<file path="config.mk">
export PLATFORM = sky130hd
export DESIGN_NAME = seg7_scan_mux_flat
export DESIGN_NICKNAME = d
export VERILOG_FILES = /design/src/rtl/seg7_scan_mux_if.sv /design/src/rtl/seg7_scan_mux.sv /design/src/flat_wrapper.sv
export SDC_FILE = /design/constraint.sdc
export NUM_CORES = 1
export LEC_CHECK = 0
export CAP_MARGIN = 0
export CORE_MARGIN = 2
export CORE_UTILIZATION = 55
export CTS_CLUSTER_DIAMETER = 30
export DETAILED_ROUTE_END_ITERATION = 12
export GPL_TIMING_DRIVEN = 0
export HOLD_SLACK_MARGIN = 0.12
export PLACE_DENSITY = 0.78
export SYNTH_ARGS = -nofsm -noshare
export SYNTH_HDL_FRONTEND = slang
export SYNTH_SLANG_ARGS = --single-unit
</file>
<file path="constraint.sdc">
create_clock -name clk -period 2.2 [get_ports clk]
set_input_delay 0.55 -clock clk [delete_from_list [all_inputs] [get_ports clk]]
set_output_delay 0.55 -clock clk [all_outputs]
set_load 0.05 [all_outputs]
</file>
<file path="src/rtl/seg7_scan_mux_if.sv">
`default_nettype none
// ============================================================================
//  Module   : seg7_scan_mux_if
//  Brief    : Load strobe / packed BCD input and scan outputs of seg7_scan_mux.
//  Revision : 1.0  initial release
// ============================================================================
interface seg7_scan_mux_if #(
    parameter int NUM_DIGITS = 4
);
    logic                      load;
    logic [4*NUM_DIGITS-1:0]   value;
    logic [NUM_DIGITS-1:0]     dp_in;
    logic [3:0]                digit_code;
    logic [NUM_DIGITS-1:0]     an_n;
    logic                      dp_n;
    logic                      frame_start;

    modport master (
        output load, value, dp_in,
        input  digit_code, an_n, dp_n, frame_start
    );

    modport slave (
        input  load, value, dp_in,
        output digit_code, an_n, dp_n, frame_start
    );
endinterface
`default_nettype wire

</file>
<file path="src/rtl/seg7_scan_mux.sv">
`default_nettype none
// ============================================================================
//  Module   : seg7_scan_mux
//  Brief    : Multiplexed common-anode 7-segment scan driver with leading-zero
//             blanking, invalid-code blanking and anode dead-time.
//  Revision : 1.0  initial release
// ============================================================================
module seg7_scan_mux #(
    parameter int NUM_DIGITS = 4,
    parameter int PRESCALE   = 50000,
    parameter int DEAD       = 2,
    parameter int BLANK_LEAD = 1
) (
    input  wire logic         clk,
    input  wire logic         rst,
    seg7_scan_mux_if.slave    bus
);
    localparam int C_CW = (PRESCALE > 1) ? $clog2(PRESCALE) : 1;
    localparam int C_IW = (NUM_DIGITS > 1) ? $clog2(NUM_DIGITS) : 1;
    localparam int C_VW = 4 * NUM_DIGITS;

    localparam logic [C_CW-1:0] C_CNT_MAX = C_CW'(PRESCALE - 1);
    localparam logic [C_CW-1:0] C_DEAD    = C_CW'(DEAD);
    localparam logic [C_IW-1:0] C_IDX_MAX = C_IW'(NUM_DIGITS - 1);

    logic [C_CW-1:0]       count_q, count_d;
    logic [C_IW-1:0]       idx_q, idx_d;
    logic [C_VW-1:0]       pend_val_q, pend_val_d;
    logic [NUM_DIGITS-1:0] pend_dp_q, pend_dp_d;
    logic                  pend_valid_q, pend_valid_d;
    logic [C_VW-1:0]       shadow_val_q, shadow_val_d;
    logic [NUM_DIGITS-1:0] shadow_dp_q, shadow_dp_d;
    logic [3:0]            digit_code_q, digit_code_d;
    logic [NUM_DIGITS-1:0] an_n_q, an_n_d;
    logic                  dp_n_q, dp_n_d;
    logic                  frame_start_q, frame_start_d;

    logic                  w_slot_end;
    logic                  w_frame_wrap;
    logic                  w_active;
    logic                  w_blank;
    logic                  w_zero_run;
    logic                  w_cur_lead;
    logic                  w_cur_dp;
    logic [3:0]            w_cur_digit;

    // Scan timing and display-value double buffering
    always_comb begin
        w_slot_end   = (count_q == C_CNT_MAX);
        w_frame_wrap = w_slot_end && (idx_q == C_IDX_MAX);

        count_d = w_slot_end ? '0 : count_q + 1'b1;
        idx_d   = idx_q;
        if (w_slot_end) begin
            idx_d = (idx_q == C_IDX_MAX) ? '0 : idx_q + 1'b1;
        end

        pend_val_d   = pend_val_q;
        pend_dp_d    = pend_dp_q;
        pend_valid_d = pend_valid_q;
        shadow_val_d = shadow_val_q;
        shadow_dp_d  = shadow_dp_q;

        if (bus.load) begin
            pend_val_d   = bus.value;
            pend_dp_d    = bus.dp_in;
            pend_valid_d = 1'b1;
        end

        // A load on the wrap cycle bypasses the pending stage entirely
        if (w_frame_wrap) begin
            pend_valid_d = 1'b0;
            if (bus.load) begin
                shadow_val_d = bus.value;
                shadow_dp_d  = bus.dp_in;
            end else if (pend_valid_q) begin
                shadow_val_d = pend_val_q;
                shadow_dp_d  = pend_dp_q;
            end
        end
    end

    // Digit selection; the zero run is accumulated from the most significant digit down
    always_comb begin
        w_zero_run  = 1'b1;
        w_cur_lead  = 1'b0;
        w_cur_dp    = 1'b0;
        w_cur_digit = 4'h0;
        for (int k = NUM_DIGITS - 1; k >= 0; k--) begin
            w_zero_run = w_zero_run && (shadow_val_q[4*k +: 4] == 4'h0);
            if (C_IW'(k) == idx_q) begin
                w_cur_digit = shadow_val_q[4*k +: 4];
                w_cur_dp    = shadow_dp_q[k];
                w_cur_lead  = w_zero_run && (k != 0);
            end
        end

        w_active = (count_q >= C_DEAD);
        w_blank  = (w_cur_digit > 4'd9) || ((BLANK_LEAD != 0) && w_cur_lead);

        digit_code_d = w_blank ? 4'hF : w_cur_digit;
        an_n_d       = '1;
        for (int k = 0; k < NUM_DIGITS; k++) begin
            an_n_d[k] = !(w_active && !w_blank && (C_IW'(k) == idx_q));
        end
        dp_n_d        = !(w_cur_dp && w_active);
        frame_start_d = (count_q == '0) && (idx_q == '0);
    end

    always_ff @(posedge clk) begin
        if (rst) begin
            count_q       <= '0;
            idx_q         <= '0;
            pend_val_q    <= '0;
            pend_dp_q     <= '0;
            pend_valid_q  <= 1'b0;
            shadow_val_q  <= '0;
            shadow_dp_q   <= '0;
            digit_code_q  <= 4'h0;
            an_n_q        <= '1;
            dp_n_q        <= 1'b1;
            frame_start_q <= 1'b0;
        end else begin
            count_q       <= count_d;
            idx_q         <= idx_d;
            pend_val_q    <= pend_val_d;
            pend_dp_q     <= pend_dp_d;
            pend_valid_q  <= pend_valid_d;
            shadow_val_q  <= shadow_val_d;
            shadow_dp_q   <= shadow_dp_d;
            digit_code_q  <= digit_code_d;
            an_n_q        <= an_n_d;
            dp_n_q        <= dp_n_d;
            frame_start_q <= frame_start_d;
        end
    end

    assign bus.digit_code  = digit_code_q;
    assign bus.an_n        = an_n_q;
    assign bus.dp_n        = dp_n_q;
    assign bus.frame_start = frame_start_q;

endmodule
`default_nettype wire

</file>
<file path="src/flat_wrapper.sv">
// flat-port wrapper written by rule: the top's interface ports become plain ports
module seg7_scan_mux_flat 
#(
    parameter int NUM_DIGITS = 4,
    parameter int PRESCALE   = 50000,
    parameter int DEAD       = 2,
    parameter int BLANK_LEAD = 1
)
  (clk, rst, bus_load, bus_value, bus_dp_in, bus_digit_code, bus_an_n, bus_dp_n, bus_frame_start);
  seg7_scan_mux_if #(.NUM_DIGITS(NUM_DIGITS)) bus_i ();
  input  wire logic clk;
  input  wire logic rst;
  input wire logic [$bits(bus_i.load)-1:0] bus_load;
  input wire logic [$bits(bus_i.value)-1:0] bus_value;
  input wire logic [$bits(bus_i.dp_in)-1:0] bus_dp_in;
  output wire logic [$bits(bus_i.digit_code)-1:0] bus_digit_code;
  output wire logic [$bits(bus_i.an_n)-1:0] bus_an_n;
  output wire logic [$bits(bus_i.dp_n)-1:0] bus_dp_n;
  output wire logic [$bits(bus_i.frame_start)-1:0] bus_frame_start;
  assign bus_i.load = bus_load;
  assign bus_i.value = bus_value;
  assign bus_i.dp_in = bus_dp_in;
  assign bus_digit_code = bus_i.digit_code;
  assign bus_an_n = bus_i.an_n;
  assign bus_dp_n = bus_i.dp_n;
  assign bus_frame_start = bus_i.frame_start;
  seg7_scan_mux #(.NUM_DIGITS(NUM_DIGITS), .PRESCALE(PRESCALE), .DEAD(DEAD), .BLANK_LEAD(BLANK_LEAD)) u_core (.clk(clk), .rst(rst), .bus(bus_i));
endmodule
</file>
==> reports/qor.yml <==
logic_synthesis:
  synth_edf_count: 0
  ys_async_sr_fraction_pct: 0
  synth.most_common_cell: "dfxtp_1"
  synthTopCellsByCount: "69 x dfxtp_1, 45 x nor2_1, 20 x mux2_2, 20 x mux2i_1, 16 x clkbuf_1"
  postSynthAreaPerCell_um2: 9.551
  yosysTopAreaCellShare_pct: 46.50
  yosysTopAreaCell: "dfxtp_1"
  syn_nets: 341
  postSynthCellCount: 311
  yosys_register_bits: 69
  syn-cell-area_um2: 2970
  synth.area.top_cells: "dfxtp_1 47%, mux2_2 7.6%, mux2i_1 6.7%, nor2_1 5.7%, nor2b_1 3.2%"
  ys_warn_count: 0
  ys.flop_type: "dfxtp_1"
  yosysSeqAreaShare_pct: 46.50
  synth_cell_types: 38
drt:
  drtAntennaViolNets: 0
  drc: 0
  drt_iter0_markers: 179
  wl_per_cell_um: 14.55
  route.vias.total: 2321
  avgViaCountPerCell: 5.423
  drt_first_pass_iters: 4
  drt_wl_total_um: 6228
timing:
  fin_ws_ps: 99.05
  fin_crit_ps: 2101
  worst_pin_slew_ps: 797.3
  max_freq_ghz: 0.4760
  clock-skew-final_ps: 8.123
  slew_headroom_pct: 46.85
  fin_tns_setup_ps: 0
  drv_slew: 0
  hold_viol: 0
  setup_viol: 0
  fin_crit_sh_pct: 95.50
power:
  sw_frac_of_total_pct: 22.94
  p_int_w: 0.001818
  power.share.clock_pct: 38.3
  pwr-share-comb_pct: 6.8
  p_switching_w: 0.0005412
  peakVddDrop_v: 0.0005065
  total_leakage_power_nw: 1.424
  power_density_nw_per_um2: 654.7
  seqPwrFrac_pct: 54.9
global_routing:
  grtUsageMet2_pct: 34.43
  grt_pass1_wl_um: 10360
  antenna_found_initial: 0
  grt_pass1_vias: 2232
  overflow: 0
  met3_usage_pct: 6.512
  use_met1_pct: 28.88
  grt_busiest_layer: "met2"
  grt_max_degree: 12
  grtUsageTotal_pct: 22.29
place:
  gp_routability_congestion: 0.9483
  place_area_um2: 3358
  placedCellCount: 411
  port_buffers: 30
  hpwl_um: 4257
  place_ws_ps: -168.8
run:
  cap_violations: 0
cts:
  hold_buffers: 0
  cts_tree: "yes"
  clock_sinks: 69
  clk_pin_slew_ps: 70
  htreeDepth: 3
  cts_max_path_buffers: 2
  cts_buffers: 9
  clock_latency_ps: 350
  cts_root_buf: "clkbuf_8"
critical_path:
  critical_path.max_fanout: 10
  crit_required_ps: 2440
  path_class: "register to register"
  crit_path_end_kind: "register"
  start_kind: "register"
  arrival_ps: 2340
die:
  die_height_um: 77.49
  io_pins: 33
  fp.dieArea_um2: 6005
  initial_core_util_pct: 57.43
  die_w_um: 77.49
  rows: 26
  core_region_area_um2: 5172
finish:
  synthToLayoutAreaGrowth_pct: 21.31
  fin_cells: 428
  diodes: 0
  drive_gt1_share_pct: 14.53
  nets: 383
  fin_util_pct: 69.67
  fin_area_um2: 3603
status:
  status: "complete, no violations"
min_path:
  hp-class: "register to register"
[what timing repair did]
action	in CTS	in global routing
cloned	0	2
buffers inserted	0	1
hold endpoints to repair	0	0
resized for setup	4	12
setup endpoints to repair	21	21
pin swaps	0	1
[layout make-up]
| cell class | count | area [um^2] |
|---|---|---|
| Buffer | 18 | 91.34 |
| Inverter | 14 | 52.55 |
| Clock buffer | 11 | 151.4 |
| Clock inverter | 5 | 25.02 |
| Timing Repair Buffer | 33 | 320.3 |
| Sequential cell | 69 | 1384 |
| Fill cell | 416 | 1569 |
| Tap cell | 70 | 87.58 |
| Multi-Input combinational cell | 208 | 1491 |
[cells by family (layout without fill, tap and decap cells)]
logic type / count (synthesis) / count (layout) / synth area share (%)
AOI/OAI and AO/OA: 32 / 32 / 6.655
adders and majority gates: 7 / 7 / 2.948
xor gates and xnor gates: 12 / 12 / 3.539
muxes: 40 / 40 / 14.32
and+or+nand+nor: 117 / 117 / 21.40
buffers and inverters: 34 / 81 / 4.633
DFF: 69 / 69 / 46.50
[placed cells by master, fill, tap and decap left out, types with 3 or more instances in the layout]
cell type / n
and3_1: 3
nand2_1: 4
nand3_1: 10
clkbuf_1: 13
ha_1: 6
clkdlybuf4s50_1: 30
nor2_1: 45
nor2b_1: 15
xor2_1: 9
xnor2_1: 3
mux2i_1: 20
o21ai_0: 9
and4_1: 3
nand4_1: 10
clkinv_2: 5
dfxtp_1: 67
mux2_2: 20
clkbuf_8: 11
or4_1: 3
nor4_1: 3
nand3b_1: 4
a21oi_1: 11
inv_1: 14
buf_6: 3
a31oi_1: 3
or3_1: 5
[critical path, stage by stage (launching register included)]
cell      delay, ps
dfxtp_1         350
or4_4           590
or4_4           590
o21bai_4        230
buf_6           180
nor2_1           50
[final timing paths]
| check | start | endpoint | slack (ps) | cells after the start |
|---|---|---|---|---|
| worst max register to register | u_core.count_q[12] | u_core.count_q[10] | 100 | 5 |
| worst max-delay path | u_core.count_q[12] | u_core.count_q[10] | 100 | 5 |
| worst min-delay path | u_core.count_q[0] | u_core.count_q[0] | 450 | 1 |
| worst min register to register | u_core.count_q[0] | u_core.count_q[0] | 450 | 1 |
[layer usage]
layer | share of wire (%) | vias to the layer above
li1 | - | 1164
met1 | 46 | 1078
met2 | 46 | 67
met3 | 6.0 | 12
met4 | 2.0 | 0
met5 | 0 | -
[through the flow]
stage | power [W] | hold slack, ps
floorplan | 0.001413 | 437.1
global placement | 0.001478 | 459.7
detailed placement | 0.001484 | 465.5
CTS | 0.002379 | 480.5
global route | 0.002451 | 471.5
finish | 0.002359 | 450.5
[power by group through the flow]
stage,clock (W),sequential (W),combinational (W)
after floorplan,0,0.00133,0.0000799
after global placement,0,0.00132,0.000157
after detailed placement,0,0.00132,0.000161
after CTS,0.000922,0.00129,0.000163
after global routing,0.000975,0.00130,0.000177
final,0.000903,0.00130,0.000162
[registers in the layout, indices dropped and copies added, names as in the netlist]
name and flops:
u_core.count_q 16, u_core.pend_dp_q 4, u_core.bus.an_n 4, u_core.bus.digit_code 4
u_core.shadow_dp_q 4, u_core.shadow_val_q 16, u_core.pend_val_q 16, u_core.idx_q 2
u_core.bus.frame_start 1, u_core.bus.dp_n 1, u_core.pend_valid_q 1
Power figures use the tool's default switching activity.
